`src/rtl/alu_result_fifo.sv`:
```
// Result FIFO behind the sign-magnitude ALU: converts results to two's complement and buffers them.
// Optional ALU_FLAG_STATS_EN adds saturating negative/zero result counters with a synchronous clear.
module alu_result_fifo #(
    parameter  int unsigned DEPTH = 4,
    localparam int unsigned AW    = $clog2(DEPTH),
    localparam int unsigned CW    = $clog2(DEPTH) + 1
) (
    input  logic          clk,
    input  logic          rst_n,
    input  logic          in_valid,
    output logic          in_ready,
    input  logic [3:0]    in_r,
    input  logic          in_sf,
    input  logic          in_zf,
    input  logic          in_dzf,
    output logic          out_valid,
    input  logic          out_ready,
    output logic [3:0]    out_data,
    output logic [2:0]    out_flags,
    output logic [CW-1:0] count,
    output logic          ovf_err
`ifdef ALU_FLAG_STATS_EN
    ,
    input  logic          stats_clr,
    output logic [7:0]    neg_cnt,
    output logic [7:0]    zero_cnt
`endif
);

    logic [3:0]    r_mem_data  [DEPTH];
    logic [2:0]    r_mem_flags [DEPTH];
    logic [AW-1:0] r_wr_ptr;
    logic [AW-1:0] r_rd_ptr;
    logic [CW-1:0] r_count;
    logic          r_ovf_err;

    logic          w_full;
    logic          w_empty;
    logic          w_push;
    logic          w_pop;
    logic [2:0]    w_mag;
    logic          w_sf;
    logic          w_zf;
    logic [3:0]    w_data;
    logic          w_flag_mismatch;

    // Negative zero collapses to +0, so sign is only set for a non-zero magnitude
    assign w_mag  = in_r[2:0];
    assign w_zf   = (w_mag == 3'd0);
    assign w_sf   = in_r[3] && !w_zf;
    assign w_data = w_sf ? (4'd0 - {1'b0, w_mag}) : {1'b0, w_mag};

    assign w_full  = (r_count == CW'(DEPTH));
    assign w_empty = (r_count == '0);
    assign w_push  = in_valid && !w_full;
    assign w_pop   = out_ready && !w_empty;

    assign in_ready  = !w_full;
    assign out_valid = !w_empty;
    assign out_data  = r_mem_data[r_rd_ptr];
    assign out_flags = r_mem_flags[r_rd_ptr];
    assign count     = r_count;
    assign ovf_err   = r_ovf_err;

    // Upstream flags are advisory; a disagreement is only observable as a coverage event
    assign w_flag_mismatch = (in_sf != w_sf) || (in_zf != w_zf);
    cover property (@(posedge clk) disable iff (!rst_n) w_push && w_flag_mismatch);

    always_ff @(posedge clk or negedge rst_n) begin
        if (!rst_n) begin
            for (int i = 0; i < int'(DEPTH); i++) begin
                r_mem_data[i]  <= 4'd0;
                r_mem_flags[i] <= 3'd0;
            end
        end else if (w_push) begin
            r_mem_data[r_wr_ptr]  <= w_data;
            r_mem_flags[r_wr_ptr] <= {in_dzf, w_sf, w_zf};
        end
    end

    always_ff @(posedge clk or negedge rst_n) begin
        if (!rst_n) begin
            r_wr_ptr  <= '0;
            r_rd_ptr  <= '0;
            r_count   <= '0;
            r_ovf_err <= 1'b0;
        end else begin
            if (w_push) r_wr_ptr <= r_wr_ptr + AW'(1);
            if (w_pop)  r_rd_ptr <= r_rd_ptr + AW'(1);
            case ({w_push, w_pop})
                2'b10:   r_count <= r_count + CW'(1);
                2'b01:   r_count <= r_count - CW'(1);
                default: r_count <= r_count;
            endcase
            if (in_valid && w_full) r_ovf_err <= 1'b1;
        end
    end

`ifdef ALU_FLAG_STATS_EN
    logic [7:0] r_neg_cnt;
    logic [7:0] r_zero_cnt;

    assign neg_cnt  = r_neg_cnt;
    assign zero_cnt = r_zero_cnt;

    // Saturating counters of stored flags; clear has priority over a same-cycle increment
    always_ff @(posedge clk or negedge rst_n) begin
        if (!rst_n) begin
            r_neg_cnt  <= 8'd0;
            r_zero_cnt <= 8'd0;
        end else if (stats_clr) begin
            r_neg_cnt  <= 8'd0;
            r_zero_cnt <= 8'd0;
        end else if (w_push) begin
            if (w_sf && (r_neg_cnt != 8'hFF))  r_neg_cnt  <= r_neg_cnt + 8'd1;
            if (w_zf && (r_zero_cnt != 8'hFF)) r_zero_cnt <= r_zero_cnt + 8'd1;
        end
    end
`endif

endmodule
```
`config.mk`:
```
export PLATFORM = sky130hd
export DESIGN_NAME = alu_result_fifo
export DESIGN_NICKNAME = d
export VERILOG_FILES = /design/src/rtl/alu_result_fifo.sv
export SDC_FILE = /design/constraint.sdc
export NUM_CORES = 1
export LEC_CHECK = 0
export ABC_AREA = 0
export CAP_MARGIN = 40
export CORE_MARGIN = 5
export CORE_UTILIZATION = 54
export DETAILED_ROUTE_END_ITERATION = 16
export PLACE_DENSITY = 0.78
export SLEW_MARGIN = 15
export SYNTH_ARGS = -nofsm -noshare
export SYNTH_HDL_FRONTEND = slang
export SYNTH_SLANG_ARGS = --single-unit
export TNS_END_PERCENT = 10
```
`constraint.sdc`:
```
create_clock -name clk -period 2.5 [get_ports clk]
set_input_delay 0.25 -clock clk [delete_from_list [all_inputs] [get_ports clk]]
set_output_delay 0.25 -clock clk [all_outputs]
set_load 0.01 [all_outputs]
```
**After elaboration in Yosys (flattened, before gate mapping)**

Cells that the tools add are included.
Widths: inputs -> output; s select.

- Bits in registers: 36
- Input bits: 11
- Output and inout bits: 13
- Logic and storage cells: 50

- $add $sub $neg: 5
- $lt $le $gt $ge: 3
- Eq/ne operators: 3
- Muxes and demuxes: 14
- Bitwise operators: 2
- Reductions and logical operators: 11

Operator list:

| operator | number |
|---|---|
| $bwmux 16 | 1 |
| $mux 4 | 4 |
| $bwmux 12 | 1 |
| $mux 3 | 3 |
| $bmux 4 s2 | 1 |
| $demux 4 s2 | 1 |
| $bmux 3 s2 | 1 |
| $demux 3 s2 | 1 |
| $ge 3x3->1 const B | 2 |
| $logic_not 3->1 | 2 |
| $not 2->3 | 2 |
| $pmux 3 s2 | 1 |
| $logic_and 1x1->1 | 5 |
| $add 2x1->2 const B | 2 |
| $sub 1x3->4 const A | 1 |
| $add 3x1->3 const B | 1 |
| $eq 3x3->1 const B | 1 |
| $logic_not 1->1 | 3 |
| $lt 3x1->1 const B | 1 |
| $sub 3x1->3 const B | 1 |
| $eq 2x1->1 const B | 1 |
| $eq 2x2->1 const B | 1 |
| $reduce_bool 2->1 | 1 |

**Longest topological paths before layout**

Gate-level depths: netlist (run 1).

- Depth in word-level cells: 6
- Depth in mapped cells: 9
- Depth with buffers taken out: 8

**Worst setup path after synthesis (run 1)**

Ideal clock, no wire load.

- Path type: reg-to-reg
- Start point: reg r_count[0], in the netlist count[0]
- End point: reg r_count[2], in the netlist count[2]
- Data arrival time: 2.041 ns
- Data required time: 2.421 ns
- Setup slack: 0.379 ns
- Cell stages (with the launch flop): 10
- Buffers on the path: 1
- Path through: dfrtp_1 > or3b_1 > buf_6 > nand2_1 > ha_1 > inv_1 > fa_1 > xor2_1 > nor2_1 > xor2_1

- Word-level cells in the longest chain between the ends: 5
- Elaborated cells on any way between the ends: 12
- Classes of those cells: 2 x add/sub; 3 x eq/ne; 1 x mux; 6 x reduce/logical

Ends and longest elaborated chain:

| what | line | source |
|---|---|---|
| start, declared | 34 | `logic [CW-1:0] r_count;` |
| start signal, assigned | 91 | `2'b10: r_count <= r_count + CW'(1);` |
| start signal, assigned | 92 | `2'b01: r_count <= r_count - CW'(1);` |
| start signal, assigned | 93 | `default: r_count <= r_count;` |
| $eq 3x3->1 * | 53 | `assign w_full = (r_count == CW'(DEPTH));` |
| $logic_not 1->1 * | -- |  |
| named net in_ready | 11 | `output logic in_ready,` |
| $logic_and 1x1->1 * | 55 | `assign w_push = in_valid && !w_full;` |
| $eq 2x1->1 / $eq 2x2->1 (equally long branches) | 90 | `case ({w_push, w_pop})` |
| $pmux 3 s2 / $reduce_bool 2->1 (equally long branches) | -- |  |

Mark *: on every way through the listed nets, which the timed path passes. The rest lies on a longest branch.
A chain may end at the register's enable or synchronous reset.

**Worst setup path after layout (run 1)**

- Start point: reg r_rd_ptr[0]
- End point: out out_data[3]

- Word-level cells in the longest chain between the ends: 4

Ends and longest elaborated chain:

| what | line | source |
|---|---|---|
| start, declared | 33 | `logic [AW-1:0] r_rd_ptr;` |
| start signal, assigned | 89 | `if (w_pop) r_rd_ptr <= r_rd_ptr + AW'(1);` |
| $not 2->3 (implied by the code) | 60 | `assign out_data = r_mem_data[r_rd_ptr];` |
| $bmux 4 s2 | 60 |  |
| $mux 4 (implied by the code) (2 in a row) | 60 |  |
| end, declared | 18 | `output logic [3:0] out_data,` |

Every way passes these cells. The select of a mux whose other input is x is not followed.

==> results.cfg, run 1 <==
[status]
status = complete, no violations

[global_route]
grt_pass1_vias = 1149
grtUsageTotal_pct = 16.0
grt_max_degree = 37
gr-total-overflow = 0
grt_pass1_wl_mm = 5.91
antenna_found_initial = 0

[final_layout]
stdcell_area_sq_um = 2160
fin_util_pct = 64.2
area_growth_pct = 14.4
fin_nets = 160
drive_gt1_share_pct = 38.3
finalNonFillerCells = 187
antenna_cells = 0

[yosys]
post-synth-top-area-cell = dfrtp_1
yosysMostFrequentCell = dfrtp_1
avgSynthCellArea_sq_um = 16.1
netlist_top_cells_area = dfrtp_1 (48%), mux2_4 (22%), mux4_2 (8.4%)
async_flop_share_pct = 100
ys_warn_count = 0
ys_seq_elements = 36
syn_area_sq_um = 1890
yosysTopAreaCellShare_pct = 47.7
synthesis.nets = 136
synthCells = 117
synthFlopType = dfrtp_1
ys_top_cells_by_count = dfrtp_1 (36), mux2_4 (28), inv_1 (8), ha_1 (7), mux4_2 (7)
synthDistinctLibCells = 22
seq_area_frac_synth_pct = 47.7
synth-edff-count = 0

[power_and_ir_drop]
seqPwrFrac_pct = 40.3
powerDensity_nw_per_um2 = 1310
intPower_uw = 1930
max-vdd-ir-drop_mv = 0.619
pwr-share-clk_pct = 10.3
power_switching_share_pct = 32.0
power_frac_comb_pct = 49.4
leakage_uw = 0.000979
p_switching_uw = 907

[clock_tree]
ctsResizeCount = 0
path_clk_slew_ns = 0.11
postCtsSetupBuffers = 0
clock_latency_ns = 0.34
cts_buffers = 5
cts_hold_buf = 0
cts_buffer_depth = 2
cts_tree = built
root_buffer = clkbuf_4
clock-sinks = 36
h-tree-depth = 2

[routing]
drt-total-wl_mm = 3.36
drtIter0Drc = 51
drt-wirelength-per-cell_um = 18.0
via_per_inst = 5.41
dr.pass1.iters = 3
vias = 1011
drc = 0
ant_nets = 0

[job]
cap_violations = 0

[floorplanning]
start_util_pct = 56.1
core_area_sq_um = 3360
std_cell_rows = 21
die_area_sq_um = 4780
die_y_um = 69.1
die_width_um = 69.1
ios = 24

[timing]
tns_ns = 0
fin_crit_sh_pct = 94.6
relSlewSlack_pct = 63.3
min_period_ns = 2.36
maxSlewViolCount = 0
worst_slew_pin_slew_ns = 0.551
timing.hold.ws_ns = 0.321
hold_viol = 0
final.setup_skew_ns = 0.00883
setup_viol = 0
max_freq_mhz = 423
rsz0062_at_grt = false

[worst_setup_path]
cp_top_family = flip-flops
critPathMaxStageDelay_ns = 0.70
cp_max_fo = 9
crit_chain = mux4_2, clkdlybuf4s50_1
critPathSlowestCell = dfrtp_1
critical_path_arrival_ns = 2.11
r2r_slack_ns = 0.27
end_kind = primary output
critical_path_class = flop to primary output
crit_required_ns = 2.25
cp-start-kind = flop
crit_buf_inv = 1

[placement]
portBuffers = 21
globalplace.congestion = 0.756
placed_area_sq_um = 2110
dp_cells = 180
dp_hpwl_mm = 2.38

[min_path]
hold_class = input pin to asynchronous set/reset pin
[cell type report]
cell class | instances | area, sq um
Fill cell | 296 | 1200
Sequential cell | 36 | 901
Multi-Input combinational cell | 66 | 891
Timing Repair Buffer | 24 | 233
Tap cell | 46 | 57.6
Clock buffer | 6 | 41.3
Inverter | 8 | 30.0
Clock inverter | 1 | 5.00
[cell usage in the layout, fill, tap and decap left out]
cell             netlist  routed
buf_4                  0       3
and3_4                 4       4
clkinv_2               0       1
mux2_4                28      28
mux2i_1                1       1
or3_2                  1       1
dfrtp_1               36      36
clkbuf_1               0       1
xor2_1                 3       3
o31a_2                 1       1
ha_1                   7       7
mux2_2                 3       3
xnor2_1                3       3
nand2_1                2       2
mux4_2                 7       7
or3b_1                 1       1
inv_1                  8       8
a41o_2                 1       1
clkbuf_4               0       5
clkdlybuf4s50_1        0      21
nor2_1                 1       1
nor2b_1                1       1
fa_1                   1       1
o31a_1                 1       1
[path summary, 6_finish.rpt]
check,cells past startpoint,end,from
setup / recovery,2,out_data[3],r_rd_ptr[0]$_DFFE_PN0P_
hold / removal,2,r_mem_flags[0]$_DFFE_PN0P_,rst_n
setup reg to reg,8,count[2]$_DFFE_PN0P_,count[0]$_DFFE_PN0P_
hold reg to reg,1,ovf_err$_DFFE_PN0P_,ovf_err$_DFFE_PN0P_
max in group asynchronous,2,count[2]$_DFFE_PN0P_,rst_n
min in group clk,1,ovf_err$_DFFE_PN0P_,ovf_err$_DFFE_PN0P_
[cell families (layout without fill, tap and decap cells)]
| kind of cell | after synthesis | in the layout | synth area share [%] |
|---|---|---|---|
| muxes | 39 | 39 | 33.0 |
| AOI/OAI and AO/OA | 3 | 3 | 1.59 |
| xor gates and xnor gates | 6 | 6 | 2.79 |
| DFF | 36 | 36 | 47.7 |
| adders and majority gates | 8 | 8 | 5.70 |
| buffers and inverters | 15 | 39 | 5.04 |
| and+or+nand+nor | 10 | 10 | 4.18 |
[metrics by stage]
stage | power [uW] | setup WS, ns
after floorplan | 2100 | 0.379
after global placement | 2500 | 0.201
after detailed placement | 2570 | 0.155
after CTS | 2870 | 0.0889
after global routing | 3010 | 0.00115
final | 2830 | 0.136
[layer usage]
layer  global-route usage, %  vias up  wire [um]
li1                        -      458          -
met1                    19.7      528       1490
met2                    26.0       20       1690
met3                    4.94        5        120
met4                    6.51        0         65
met5                       0        -          0
[state kept, by name, summed over array words and instances, names as in the netlist]
register	cells
ovf_err	1
r_rd_ptr	2
r_mem_flags	12
r_mem_data	16
count	3
r_wr_ptr	2
[power by group through the flow]
| stage | sequential (uW) | combinational [uW] | clock [uW] |
|---|---|---|---|
| 2_1_floorplan | 1030 | 1070 | 0 |
| 3_3_place_gp | 1120 | 1380 | 0 |
| 3_5_place_dp | 1150 | 1420 | 0 |
| 4_1_cts | 1140 | 1420 | 299 |
| 5_1_grt | 1190 | 1510 | 317 |
| 6_report | 1140 | 1400 | 291 |
Note: power is estimated with default switching activity, not from simulation.
==> inputs of run 2 (changes only) <==
--- a/config.mk
+++ b/config.mk
@@ -10,6 +10,7 @@
 export CORE_MARGIN = 5
 export CORE_UTILIZATION = 54
 export DETAILED_ROUTE_END_ITERATION = 16
+export MAX_ROUTING_LAYER = met4
 export PLACE_DENSITY = 0.78
 export SLEW_MARGIN = 15
 export SYNTH_ARGS = -nofsm -noshare
==> run 2 against run 1 <==
Against the previous run: power is essentially flat; utilization is the same; setup slack lost 0.0022 ns; cell count is the same; cell area is the same; fmax is essentially flat; combinational power is essentially flat; critical path type unchanged; via count grew 1.2%; worst hold slack is essentially flat; largest cell class unchanged.
==> results.cfg, run 2 (same netlist as run 1, synthesis figures left out) <==
[routing]
drt-total-wl_mm = 3.37
vias = 1023
drc = 0
dr.pass1.iters = 4
drt-wirelength-per-cell_um = 18.0
via_per_inst = 5.47
ant_nets = 0
drtIter0Drc = 57

[global_route]
grt_pass1_vias = 1150
grtUsageTotal_pct = 16.5
gr-total-overflow = 0
antenna_found_initial = 0
grt_max_degree = 37
grt_pass1_wl_mm = 5.94

[final_layout]
stdcell_area_sq_um = 2160
fin_util_pct = 64.2
fillers = 296
largest_reg_flops = 16
area_growth_pct = 14.4
drive_gt1_share_pct = 38.3
final_cell_mix = dfrtp_1 (36), mux2_4 (28), clkdlybuf4s50_1 (21), inv_1 (8)
antenna_cells = 0
regMostFlops = r_mem_data
fin_nets = 160
final_common_cell = dfrtp_1

[timing]
hold_viol = 0
timing.final.ws_setup_ns = 0.134
setup_viol = 0
timing.hold.ws_ns = 0.321
tns_ns = 0
fin_crit_sh_pct = 94.7
min_period_ns = 2.37
maxSlewViolCount = 0
max_freq_mhz = 423
final.setup_skew_ns = 0.0106
rsz0062_at_grt = false
relSlewSlack_pct = 62.8
worst_slew_pin_slew_ns = 0.558

[status]
status = complete, no violations

[floorplanning]
std_cell_rows = 21
die_area_sq_um = 4780
core_area_sq_um = 3360
start_util_pct = 56.1
ios = 24
die_y_um = 69.1
die_width_um = 69.1

[power_and_ir_drop]
powerDensity_nw_per_um2 = 1310
p_switching_uw = 904
power_switching_share_pct = 31.9
max-vdd-ir-drop_mv = 0.618
leakage_uw = 0.000979
pwr-share-clk_pct = 10.2
seqPwrFrac_pct = 40.3
intPower_uw = 1930
power_frac_comb_pct = 49.5

[clock_tree]
clock_latency_ns = 0.33
cts_tree = built
postCtsSetupBuffers = 0
cts_hold_buf = 0
clock-sinks = 36
h-tree-depth = 2
cts_buffer_depth = 2
cts_buffers = 5
root_buffer = clkbuf_4
path_clk_slew_ns = 0.11
ctsResizeCount = 0

[job]
cap_violations = 0

[placement]
globalplace.congestion = 0.766
placed_area_sq_um = 2110
place_worst_setup_slack_ns = 0.155
dp_hpwl_mm = 2.38
portBuffers = 21

[min_path]
hold_class = input pin to asynchronous set/reset pin

[worst_setup_path]
critical_path_class = flop to primary output
ff2ff_path_depth = 8
cp_max_fo = 9
critical_path_arrival_ns = 2.12
cp-start-kind = flop
end_kind = primary output
crit_required_ns = 2.25
[run 2: power groups by stage]
stage	logic [uW]	registers [uW]	clock network [uW]
3_5_place_dp	1420	1150	0
4_1_cts	1420	1140	299
3_3_place_gp	1380	1120	0
5_1_grt	1510	1190	318
2_1_floorplan	1070	1030	0
6_report	1400	1140	289
[run 2: area by class of cell]
cell class	count	area [sq um]	area share (%)
sequential	36	901	41.7
multi-input combinational	66	891	41.3
timing repair buffer	24	233	10.8
tap	46	57.6	2.67
clock buffer	6	41.3	1.91
inverter	8	30.0	1.39
clock inverter	1	5.00	0.232
[run 2: critical path, stage by stage (launching register included)]
cell,delay [ns]
dfrtp_1,0.71
mux4_2,0.58
clkdlybuf4s50_1,0.50
[run 2: final timing paths]
kind	startpoint	endpoint	slack, ns
min in group clk	ovf_err$_DFFE_PN0P_	ovf_err$_DFFE_PN0P_	0.48
worst min register to register	ovf_err$_DFFE_PN0P_	ovf_err$_DFFE_PN0P_	0.48
worst min-delay path	rst_n	r_mem_flags[0]$_DFFE_PN0P_	0.32
worst max register to register	count[0]$_DFFE_PN0P_	count[2]$_DFFE_PN0P_	0.27
max in group asynchronous	rst_n	count[2]$_DFFE_PN0P_	1.84
worst max-delay path	r_rd_ptr[0]$_DFFE_PN0P_	out_data[3]	0.13
[run 2: stage by stage]
stage                     instances  power, uW
final                           187       2830
after global routing            187       3010
after CTS                       187       2870
after detailed placement        180       2570
after floorplan                 117       2100
after global placement          180       2500
[run 2: routing by layer]
| layer | track usage, % | share of wire, % |
|---|---|---|
| met1 | 19.8 | 44 |
| met2 | 26.1 | 50 |
| met3 | 4.80 | 3.8 |
| met4 | 6.51 | 1.8 |
| met5 | - | 0 |
